$ cat src/rtl/dmem_arb2.sv
// Two-requester round-robin arbiter for one single-port SRAM, with a credit-controlled response FIFO per requester.
// Optional burst grant lock: define DMEM_ARB_BURST_LOCK_EN.
module dmem_arb2 #(
    parameter int AWIDTH     = 20,
    parameter int DWIDTH     = 64,
    parameter int RBUF_DEPTH = 2
) (
    input  logic              clk,
    input  logic              rst,
    input  logic              r0_req_valid,
    output logic              r0_req_ready,
    input  logic [AWIDTH-1:0] r0_req_addr,
    input  logic              r0_req_we,
    input  logic [DWIDTH-1:0] r0_req_wdata,
    input  logic              r0_req_last,
    output logic              r0_resp_valid,
    input  logic              r0_resp_ready,
    output logic [DWIDTH-1:0] r0_resp_data,
    input  logic              r1_req_valid,
    output logic              r1_req_ready,
    input  logic [AWIDTH-1:0] r1_req_addr,
    input  logic              r1_req_we,
    input  logic [DWIDTH-1:0] r1_req_wdata,
    input  logic              r1_req_last,
    output logic              r1_resp_valid,
    input  logic              r1_resp_ready,
    output logic [DWIDTH-1:0] r1_resp_data,
    output logic [AWIDTH-1:0] mem_addr,
    output logic [DWIDTH-1:0] mem_din,
    input  logic [DWIDTH-1:0] mem_dout,
    output logic              mem_en,
    output logic              mem_we
);
    localparam int PW = $clog2(RBUF_DEPTH);
    localparam int CW = PW + 1;
    localparam logic [CW:0] DEPTH_V = (CW+1)'(RBUF_DEPTH);

    logic [1:0]        req_valid, req_we, resp_ready, elig, grant, push, pop, resp_valid;
    logic [AWIDTH-1:0] req_addr  [2];
    logic [DWIDTH-1:0] req_wdata [2];
    logic              rr_last, pend_valid, pend_id, win_id, fire;
    logic [CW-1:0]     count  [2];
    logic [PW-1:0]     wr_ptr [2];
    logic [PW-1:0]     rd_ptr [2];
    logic [DWIDTH-1:0] rbuf   [2][RBUF_DEPTH];

    assign req_valid    = {r1_req_valid, r0_req_valid};
    assign req_we       = {r1_req_we, r0_req_we};
    assign resp_ready   = {r1_resp_ready, r0_resp_ready};
    assign req_addr[0]  = r0_req_addr;
    assign req_addr[1]  = r1_req_addr;
    assign req_wdata[0] = r0_req_wdata;
    assign req_wdata[1] = r1_req_wdata;

    // A slot is reserved for a read still in flight, so credit never overcommits the FIFO.
    for (genvar g = 0; g < 2; g++) begin : g_req
        logic [CW:0] used;
        assign used          = {1'b0, count[g]} + (CW+1)'(pend_valid && pend_id == 1'(g));
        assign elig[g]       = req_valid[g] && (req_we[g] || used < DEPTH_V);
        assign push[g]       = pend_valid && pend_id == 1'(g);
        assign resp_valid[g] = count[g] != '0;
        assign pop[g]        = resp_valid[g] && resp_ready[g];
    end

`ifdef DMEM_ARB_BURST_LOCK_EN
    logic [1:0] req_last;
    logic       lock_active, lock_id;
    assign req_last = {r1_req_last, r0_req_last};

    always_ff @(posedge clk) begin
        if (rst) begin
            lock_active <= 1'b0;
            lock_id     <= 1'b0;
        end else if (fire) begin
            lock_active <= !req_last[win_id];
            lock_id     <= win_id;
        end
    end
`else
    logic unused_last;
    assign unused_last = r0_req_last ^ r1_req_last;
`endif

    always_comb begin
        grant = 2'b00;
        if (elig == 2'b11) grant = rr_last ? 2'b01 : 2'b10;
        else               grant = elig;
`ifdef DMEM_ARB_BURST_LOCK_EN
        if (lock_active) grant = lock_id ? (elig & 2'b10) : (elig & 2'b01);
`endif
    end

    assign fire          = |grant;
    assign win_id        = grant[1];
    assign r0_req_ready  = grant[0];
    assign r1_req_ready  = grant[1];
    assign mem_en        = fire;
    assign mem_we        = fire && req_we[win_id];
    assign mem_addr      = req_addr[win_id];
    assign mem_din       = req_wdata[win_id];
    assign r0_resp_valid = resp_valid[0];
    assign r1_resp_valid = resp_valid[1];
    assign r0_resp_data  = rbuf[0][rd_ptr[0]];
    assign r1_resp_data  = rbuf[1][rd_ptr[1]];

    always_ff @(posedge clk) begin
        if (rst) begin
            rr_last    <= 1'b1;
            pend_valid <= 1'b0;
            pend_id    <= 1'b0;
            for (int n = 0; n < 2; n++) begin
                count[n]  <= '0;
                wr_ptr[n] <= '0;
                rd_ptr[n] <= '0;
            end
        end else begin
            if (fire) rr_last <= win_id;
            pend_valid <= fire && !req_we[win_id];
            if (fire && !req_we[win_id]) pend_id <= win_id;
            for (int n = 0; n < 2; n++) begin
                if (push[n]) wr_ptr[n] <= wr_ptr[n] + 1'b1;
                if (pop[n])  rd_ptr[n] <= rd_ptr[n] + 1'b1;
                if (push[n] && !pop[n])      count[n] <= count[n] + 1'b1;
                else if (!push[n] && pop[n]) count[n] <= count[n] - 1'b1;
            end
        end
    end

    // Read data lands one cycle after the fire that launched it.
    always_ff @(posedge clk) begin
        for (int n = 0; n < 2; n++)
            if (push[n]) rbuf[n][wr_ptr[n]] <= mem_dout;
    end

`ifndef SYNTHESIS
    always_ff @(posedge clk) begin
        if (!rst) begin
            for (int n = 0; n < 2; n++) begin
                if (push[n] && count[n] == CW'(RBUF_DEPTH)) $error("dmem_arb2: push on full FIFO %0d", n);
                if (pop[n] && count[n] == '0) $error("dmem_arb2: pop on empty FIFO %0d", n);
            end
        end
    end
`endif
endmodule

$ cat config.mk
export PLATFORM = sky130hd
export DESIGN_NAME = dmem_arb2
export DESIGN_NICKNAME = d
export VERILOG_FILES = /design/src/rtl/dmem_arb2.sv
export SDC_FILE = /design/constraint.sdc
export NUM_CORES = 1
export LEC_CHECK = 0
export ABC_AREA = 1
export BUFFER_PORTS_ARGS = -buffer_cell sky130_fd_sc_hd__buf_2
export CAP_MARGIN = 15
export CORE_MARGIN = 2
export CORE_UTILIZATION = 35
export CTS_CLUSTER_SIZE = 16
export DETAILED_ROUTE_END_ITERATION = 8
export GPL_ROUTABILITY_DRIVEN = 0
export GPL_TIMING_DRIVEN = 0
export RECOVER_POWER = 25
export REMOVE_ABC_BUFFERS = 1
export SLEW_MARGIN = 20
export SYNTH_ARGS = -nofsm -noshare
export SYNTH_HDL_FRONTEND = slang
export SYNTH_SLANG_ARGS = --single-unit
$ cat constraint.sdc
create_clock -name clk -period 5.4 [get_ports clk]
set_input_delay 0 -clock clk [delete_from_list [all_inputs] [get_ports clk]]
set_output_delay 0 -clock clk [all_outputs]
set_load 0.01 [all_outputs]
# [Word level (Yosys, flattened, before mapping)]
# Memory sizes are Yosys's and may differ from the RTL's.
# Index checks and enable logic that the tools add are counted.
[op_classes] addsub=10 magnitude_cmp=10 n_eq_ne=1 muxes=61 bitwise=14 reduce_logical=25
[op_table] cell="two-way mux 64 bit" n=11
[op_table] cell="two-way mux 128 bit" n=4
[op_table] cell="demux 64 bit (select 1 bit)" n=2
[op_table] cell="OR reduction 128 bit" n=1
[op_table] cell="two-way mux 20 bit" n=3
[op_table] cell="two-way mux 1 bit" n=35
[op_table] cell="logical AND 1 bit" n=14
[op_table] cell="two-way mux 2 bit" n=6
[op_table] cell="greater-or-equal comparator 2 bit (second input constant)" n=5
[op_table] cell="inverter 1 -> 2 bit" n=5
[op_table] cell="bitwise OR 1 bit" n=8
[op_table] cell="adder 2 x 1 -> 3 bit" n=2
[op_table] cell="< comparator 3 x 2 -> 1 bit (second input constant)" n=2
[op_table] cell="logical NOT 1 bit" n=5
[op_table] cell="adder 1 bit (second input constant)" n=4
[op_table] cell="adder 2 x 1 -> 2 bit (second input constant)" n=2
[op_table] cell="< comparator 2 x 1 -> 1 bit (second input constant)" n=2
[op_table] cell="nonzero test 2 bit" n=2
[op_table] cell="subtractor 2 x 1 -> 2 bit (second input constant)" n=2
[op_table] cell="equality test 2 bit (second input constant)" n=1
[op_table] cell="logical OR 1 bit" n=2
[op_table] cell="< comparator 1 x 2 -> 1 bit (second input constant)" n=1
[op_table] cell="OR reduction 2 bit" n=1
[op_table] cell="inverter 1 bit" n=1
[word_totals] reg_bits=3 mem_bits_rw=264 output_inout_bits=218 elab_cells=128 mem_count=4
[mem_list] name="rbuf" words=2 word_bits=128 read_ports=2 rd_ports_with_merged_regs=0 write_ports=1 line="45" rtl="logic [DWIDTH-1:0] rbuf [2][RBUF_DEPTH];"
[mem_list] name="count" words=2 word_bits=2 read_ports=2 rd_ports_with_merged_regs=0 write_ports=2 line="42" rtl="logic [CW-1:0] count [2];"
[mem_list] name="rd_ptr" words=2 word_bits=1 read_ports=2 rd_ports_with_merged_regs=0 write_ports=2 line="44" rtl="logic [PW-1:0] rd_ptr [2];"
[mem_list] name="wr_ptr" words=2 word_bits=1 read_ports=2 rd_ports_with_merged_regs=0 write_ports=2 line="43" rtl="logic [PW-1:0] wr_ptr [2];"

# [Depth between registers and ports, before layout]
# Gate-level depths: netlist of run 1.
[logic_depth] word_depth=12 mapped_depth=11

# [Worst setup path after synthesis of run 1]
# OpenSTA, ideal clock, no wires.
[synth_path] path_kind="reg2reg" start="register pend_valid" end="memory rbuf[0][128] (netlist name) (enable)" arrival_time_ps=3170 required_time_ps=4914 setup_slack_ps=1744 stages_incl_launch_ff=3 n_path_buf=0 synth_period_minus_slack_ps=3656 cell_sequence="dfxtp_1 -> nand2_1 -> nor2_1"
[synth_between] elab_chain_cells=5
[synth_lines] item="start: declaration" line="41" rtl="logic rr_last, pend_valid, pend_id, win_id, fire;"
[synth_lines] item="start signal: assignment" line="118" rtl="pend_valid <= fire && !req_we[win_id];"
[synth_lines] item="logical AND 1 bit" line="60" rtl="assign push[g] = pend_valid && pend_id == 1'(g);"
[synth_lines] item="two-way mux 1 bit" line="132" rtl="if (push[n]) rbuf[n][wr_ptr[n]] <= mem_dout;"
[synth_lines] item="two-way mux 128 bit (implied by the code)" line="132"
[synth_lines] item="OR reduction 128 bit (no source line)"
[synth_lines] item="two-way mux 1 bit (no source line) or two-way mux 128 bit (tied branches)"
[synth_lines] item="end: declaration" line="45"
# Parallel ways exist; a longest one is shown, timed or not.

# [Worst setup path in the final report of run 1]
[layout_path] start="register pend_valid" end="output mem_din[18]"
[layout_between] elab_chain_cells=11
[layout_lines] item="logical AND 1 bit" line="58" rtl="assign used = {1'b0, count[g]} + (CW+1)'(pend_valid && pend_id == 1'(g));"
[layout_lines] item="adder 2 x 1 -> 3 bit" line="58"
[layout_lines] item="< comparator 3 x 2 -> 1 bit" line="59" rtl="assign elig[g] = req_valid[g] && (req_we[g] || used < DEPTH_V);"
[layout_lines] item="logical OR 1 bit" line="59"
[layout_lines] item="logical AND 1 bit" line="59"
[layout_lines] item="equality test 2 bit" line="86" rtl="if (elig == 2'b11) grant = rr_last ? 2'b01 : 2'b10;"
[layout_lines] item="two-way mux 2 bit (*)" line="86"
[layout_lines] item="inverter 1 -> 2 bit (implied by the code) (*)" line="100" rtl="assign mem_din = req_wdata[win_id];"
[layout_lines] item="two-way mux 64 bit (implied by the code) (*) (3 in a row)" line="100"
[layout_lines] item="end: declaration" line="29" rtl="output logic [DWIDTH-1:0] mem_din,"
# Every way passes the cells marked *; elsewhere a longest branch is shown, timed or not. The select of a mux whose other input is x is not followed.

==> out/metrics.yaml, run 1 <==
setup_path:
  rr_endpoint: "pend_id"
  required_ns: 5.40
  endpoint_kind: "primary output"
  cp_max_fo: 86
  cp_common_cell: "nand2_1"
  criticalPathCategory: "reg -> out"
  critPathMaxStageDelay_ns: 0.85
  rr_worst_depth: 9
  crit_path_end: "mem_din[18]"
  path_cells: "nand2_2, nand2_1, nand2_1, nand3_2, nand2_4, inv_4, nand2_1, nand2_1, buf_2"
  startpoint: "pend_valid"
  rr_startpoint: "pend_valid"
  ff2ff_setup_slack_ns: 2.22
  worstPathArrival_ns: 3.57
  cp-start-kind: "flop"
  slowest_stage: "inv_4"
sta:
  fin_crit_ns: 3.571
  fin_crit_sh: 0.6613
  skew_ns: 0.01731
  slew_violations: 0
  max_slew.worst_pin.slew_ns: 0.9044
  holdWs_ns: 0.2403
  finalHoldViolations: 0
  rsz0062_at_grt: "false"
  fin_ws_ns: 1.829
  setup_viol: 0
  relSlewSlack: 0.3971
  max_freq_ghz: 0.2800
synthesis:
  syn_inst: 757
  synth_edf_count: 264
  syn_avg_cell_area_um2: 14.49
  synth_top_area_cell: "edfxtp_1"
  synth_common_cells: "nand2_1 (274), edfxtp_1 (264), mux2_2 (128)"
  synth_warnings: 0
  synth_ff_type: "edfxtp_1"
  synth.top_cell.area_share: 0.7230
  synthesis.area_um2: 10970
  synth_seq_cells: 267
  yosysMostFrequentCell: "nand2_1"
  ys_seq_area_frac: 0.7284
  synthTopCellsByArea: "edfxtp_1 (72%), mux2_2 (13%), nand2_1 (9.4%)"
  async_reset_ff_frac: 0
  synth.distinct_cells: 23
route:
  drt-initial-drc-count: 573
  wl_per_cell_um: 23.13
  firstDrtPassIters: 5
  routed_wl_um: 39900
  drc_errors: 0
  via_count: 8186
  ant_nets: 0
  routed_via_density: 4.746
finish:
  drive_gt1_frac: 0.4532
  area_delta_synth_final_pct: 41.16
  finalNetCount: 1548
  fillerInstances: 2801
  fin_area_um2: 15480
cts:
  numCtsBuffers: 27
  cts-resized-gates: 0
  clk_path_buf_depth: 3
  htree_levels: 1
  cts_sinks: 267
  worstSkewPairLatency_ns: 0.53
  cts_tree: "done"
  clkTransAtPathRegs_ns: 0.06
  root_buffer: "clkbuf_16"
  postCtsSetupBuffers: 0
global_route:
  grt_pass1_wl_um: 55170
  antenna_found_initial: 21
  grt.total_usage: 0.2370
  overflow: 0
  grt_start_max_net_pins: 87
  grt_pass1_vias: 7894
power_and_ir_drop:
  power_leakage_nw: 6.448
  power_density_nw_per_um2: 319.0
  finalPower_mw: 4.937
  peakVddDrop_v: 0.0001706
floorplan:
  chipHeight_um: 181
  die_area_um2: 32760
  rows: 64
  core_um2: 30750
  die_w_um: 181
  start_util: 0.3566
  io_pins: 460
flow_run:
  cap_violations: 0
placed_design:
  place_ws_ns: 2.355
  port-buffer-count: 457
  dp_hpwl_um: 32210
  post_dp_cell_area_um2: 14020
hold_path:
  hold_start: "mem_dout[3]"
  worst_hold_path_type: "in -> reg"
outcome:
  outcome: "finished, final reports clean"
==> layout make-up <==
| type | instances | area [um2] | share of cell area |
|---|---|---|---|
| multi-input cells | 436 | 2693 | 0.1740 |
| inverters | 22 | 85.08 | 0.005497 |
| flip-flops and latches | 267 | 7988 | 0.5160 |
| repair buffers | 551 | 3421 | 0.2210 |
| diodes | 5 | 12.51 | 0.0008083 |
| clock inverters | 13 | 78.83 | 0.005093 |
| well taps | 396 | 495.5 | 0.03201 |
| clock buffers | 35 | 705.7 | 0.04559 |
==> per-layer routing <==
| layer | part of all wire | track usage | vias up | wire, um |
|---|---|---|---|---|
| li1 | - | - | 3781 | - |
| met1 | 0.39 | 0.2936 | 3893 | 15390 |
| met2 | 0.49 | 0.4134 | 429 | 19580 |
| met3 | 0.090 | 0.05624 | 81 | 3576 |
| met4 | 0.034 | 0.06862 | 2 | 1341 |
| met5 | 0.00033 | 0 | - | 13 |
==> timing repair <==
item,4_1_cts,5_1_grt
endpoints found under the hold margin,269,0
hold buffers,72,0
endpoints found under the setup margin,0,0
==> cell usage in the layout (no fill, tap or decap), drive strengths merged <==
cell type and count:
nand4 2, o21bai 1, edfxtp 264, o21ai 3, dlygate4sd3 72, inv 24, diode 5, a21boi 1
clkinv 11, buf 429, a21oi 4, xor2 1, mux2 128, ha 1, clkbuf 85, nand3 7
dfxtp 3, nor2 10, nor3 2, nand2 276
==> worst min-delay path by stage <==
stage,to,slack [ns],cells after the start
CTS,rbuf[0][186],0.19,2
detailed placement,rbuf[0][77],0.22,1
finish,rbuf[0][195],0.24,2
floorplan,pend_id,0.07,1
global route,rbuf[0][195],0.26,2
global placement,rbuf[0][166],0.21,1
==> logic make-up (layout without fill, tap and decap cells) <==
| family | after synthesis | after routing | synth area share |
|---|---|---|---|
| other | 0 | 5 | 0 |
| XOR/XNOR | 1 | 1 | 0.0007989 |
| adder cells (fa/ha/maj) | 1 | 1 | 0.001141 |
| AO/OA/AOI/OAI | 9 | 9 | 0.004906 |
| buffers and inverters | 54 | 621 | 0.02875 |
| multiplexers | 128 | 128 | 0.1314 |
| flip-flops | 267 | 267 | 0.7284 |
| AND/OR/NAND/NOR | 297 | 297 | 0.1045 |
==> power breakdown <==
part / switching (mW) / internal, mW / total (mW) / leakage (nW)
Combinational: 0.519 / 0.395 / 0.914 / 3.64
Clock: 0.729 / 0.924 / 1.65 / 0.383
Sequential: 0.0261 / 2.34 / 2.37 / 2.43
==> sequential cells by signal, summed over array words and instances (netlist names) <==
signal      flops
pend_id         1
count           4
rd_ptr          2
wr_ptr          2
rbuf          256
rr_last         1
pend_valid      1
==> critical path: cells and delay by family (launching register included) <==
kind                   cells  cell delay [ns]
AND/OR/NAND/NOR            7             1.54
buffers and inverters      2             0.99
flip-flops                 1             0.38
==> per-stage QoR <==
stage          cells  TNS, ns  utilization
3_3_place_gp    1578  -148.05       0.4395
6_report        1725        0       0.5034
3_5_place_dp    1600        0       0.4561
4_1_cts         1720        0       0.5050
2_1_floorplan    725        0            -
5_1_grt         1725        0       0.5034
Note: power is estimated with default switching activity, not from simulation.
==> run 2: changes to the inputs <==
==> constraint.sdc (replaced) <==
create_clock -name clk -period 3.45 [get_ports clk]
set_input_delay 0 -clock clk [delete_from_list [all_inputs] [get_ports clk]]
set_output_delay 0 -clock clk [all_outputs]
set_load 0.01 [all_outputs]
==> out/metrics.yaml, run 2 (same netlist as run 1, synthesis figures left out) <==
setup_path:
  ff2ff_setup_slack_ns: 0.64  # -1.58 ns
  cp-start-kind: "flop"
  rr_endpoint: "pend_id"
  criticalPathCategory: "reg -> out"
  path_cells: "inv_2, nand2_2, nand2_1, nand2_1, nand3_2, nand2_8, clkinv_8, nand2_1, nand2_1, buf_2"
  required_ns: 3.45  # -1.95 ns
  rr_startpoint: "pend_id"
  critPathMaxStageDelay_ns: 0.46  # -0.39 ns
  worstPathArrival_ns: 3.10  # -0.47 ns
  cp_max_fo: 86  # unchanged
  cp_common_cell: "nand2_1"
  rr_worst_depth: 10  # +1
  endpoint_kind: "primary output"
  slowest_stage: "nand2_1"
finish:
  layout_commonest_cell: "buf_2"
  finalNetCount: 1548  # unchanged
  fin_cells: 1726  # +0.058%
  largest_reg_flops: 256  # unchanged
  mostFrequentLayoutCells: "buf_2 (407), nand2_1 (274), edfxtp_1 (264)"
  area_delta_synth_final_pct: 41.35
  fin_area_um2: 15500  # +0.14%
  drive_gt1_frac: 0.4532  # unchanged
route:
  drc_errors: 0  # unchanged
  routed_via_density: 4.766  # +0.43%
  routed_wl_um: 39970  # +0.18%
  firstDrtPassIters: 8  # +3
  wl_per_cell_um: 23.16  # +0.12%
  drt-initial-drc-count: 465  # -19%
  ant_nets: 0  # unchanged
  via_count: 8226  # +0.49%
placed_design:
  port-buffer-count: 457  # unchanged
  place_ws_ns: 0.4049  # -1.950 ns
  post_dp_cell_area_um2: 14020  # unchanged
  place_inst: 1600  # unchanged
  dp_hpwl_um: 32210  # unchanged
cts:
  htree_levels: 1  # unchanged
  cts_sinks: 267  # unchanged
  clk_path_buf_depth: 3  # unchanged
  clkTransAtPathRegs_ns: 0.06  # about the same
  postCtsSetupBuffers: 0  # unchanged
  root_buffer: "clkbuf_16"
  cts_tree: "done"
  numCtsBuffers: 27  # unchanged
  worstSkewPairLatency_ns: 0.53  # about the same
global_route:
  grt_pass1_vias: 7894  # unchanged
  grt.total_usage: 0.2370  # unchanged
  antenna_found_initial: 21  # unchanged
  grt_pass1_wl_um: 55170  # unchanged
  overflow: 0  # unchanged
  grt_start_max_net_pins: 87  # unchanged
sta:
  finalHoldViolations: 0  # unchanged
  relSlewSlack: 0.5032  # +0.1061
  skew_ns: 0.01732  # +0.000006100 ns
  fin_crit_ns: 3.104
  max_slew.worst_pin.slew_ns: 0.7452  # -0.1592 ns
  max_freq_ghz: 0.3222
  fin_crit_sh: 0.8996
  fin_ws_ns: 0.3465  # -1.482 ns
  tns_ns: 0  # unchanged
  rsz0062_at_grt: "false"
  setup_viol: 0  # unchanged
  slew_violations: 0  # unchanged
floorplan:
  start_util: 0.3566  # unchanged
  chipHeight_um: 181  # unchanged
  die_w_um: 181  # unchanged
  die_area_um2: 32760  # unchanged
  core_um2: 30750  # unchanged
  rows: 64  # unchanged
  io_pins: 460  # unchanged
flow_run:
  cap_violations: 0  # unchanged
outcome:
  outcome: "finished, final reports clean"
hold_path:
  hold_start: "mem_dout[3]"
  min_to: "rbuf[0][195]"
  holdPathStages: 2  # unchanged
  worst_hold_path_type: "in -> reg"
power_and_ir_drop:
  power_density_nw_per_um2: 498.9  # +56%
  finalPower_mw: 7.733  # +57%
  peakVddDrop_v: 0.0002670  # +57%
  power_leakage_nw: 6.449  # about the same
## run 2: changes by cell type in the layout (fill, tap and decap cells not counted)
cell and delta:
diode_2 +1, nand2_8 +1, clkinv_8 +1, inv_4 -1, nand2_4 -1
## run 2: repair_timing
action / CTS / global route
hold endpoints to repair: 269 / 0
setup endpoints to repair: 5 / 18
resized for setup: 1 / 3
hold buffers: 72 / 0
## run 2: area by class of cell
| cell class | count | area [um2] |
|---|---|---|
| sequential | 267 | 7988 |
| tap | 396 | 495.5 |
| timing repair buffer | 551 | 3421 |
| multi-input combinational | 436 | 2701 |
| fill | 2801 | 15250 |
| clock buffer | 35 | 705.7 |
| antenna | 6 | 15.01 |
| clock inverter | 13 | 78.83 |
| inverter | 22 | 95.09 |
## run 2: stage by stage
| stage | utilization | hold WS, ns |
|---|---|---|
| global route | 0.5040 | 0.2566 |
| floorplan | - | 0.06907 |
| CTS | 0.5051 | 0.1888 |
| detailed placement | 0.4561 | 0.2162 |
| global placement | 0.4395 | 0.2141 |
| finish | 0.5041 | 0.2435 |
## run 2: worst max path at each step
stage / from / end / depth (start not counted)
after global routing: pend_id / mem_din[18] / 10
after global placement: pend_id / rbuf[0][170] / 2
after detailed placement: count[1][0] / mem_din[18] / 8
final: pend_id / mem_din[18] / 10
after CTS: pend_valid / mem_din[18] / 9
after floorplan: pend_valid / rbuf[0][128] / 2
## run 2: worst max-delay path: cells and delay by family, from the launching register on
kind | cells | cell delay [ns]
DFF | 1 | 0.40
and+or+nand+nor | 7 | 1.46
buffers and inverters | 3 | 0.60
## run 2: report_power, final
part           switching [mW]  internal, mW
Sequential             0.0408          3.67
Clock                    1.14          1.45
Combinational           0.818         0.618
Total                    2.00          5.73
## run 2: routing by layer
layer  track usage  wire [um]  up-vias
met3       0.05624       3581       73
li1              -          -     3778
met5             0         13        -
met2        0.4134      19690      413
met1        0.2936      15450     3960
met4       0.06862       1237        2
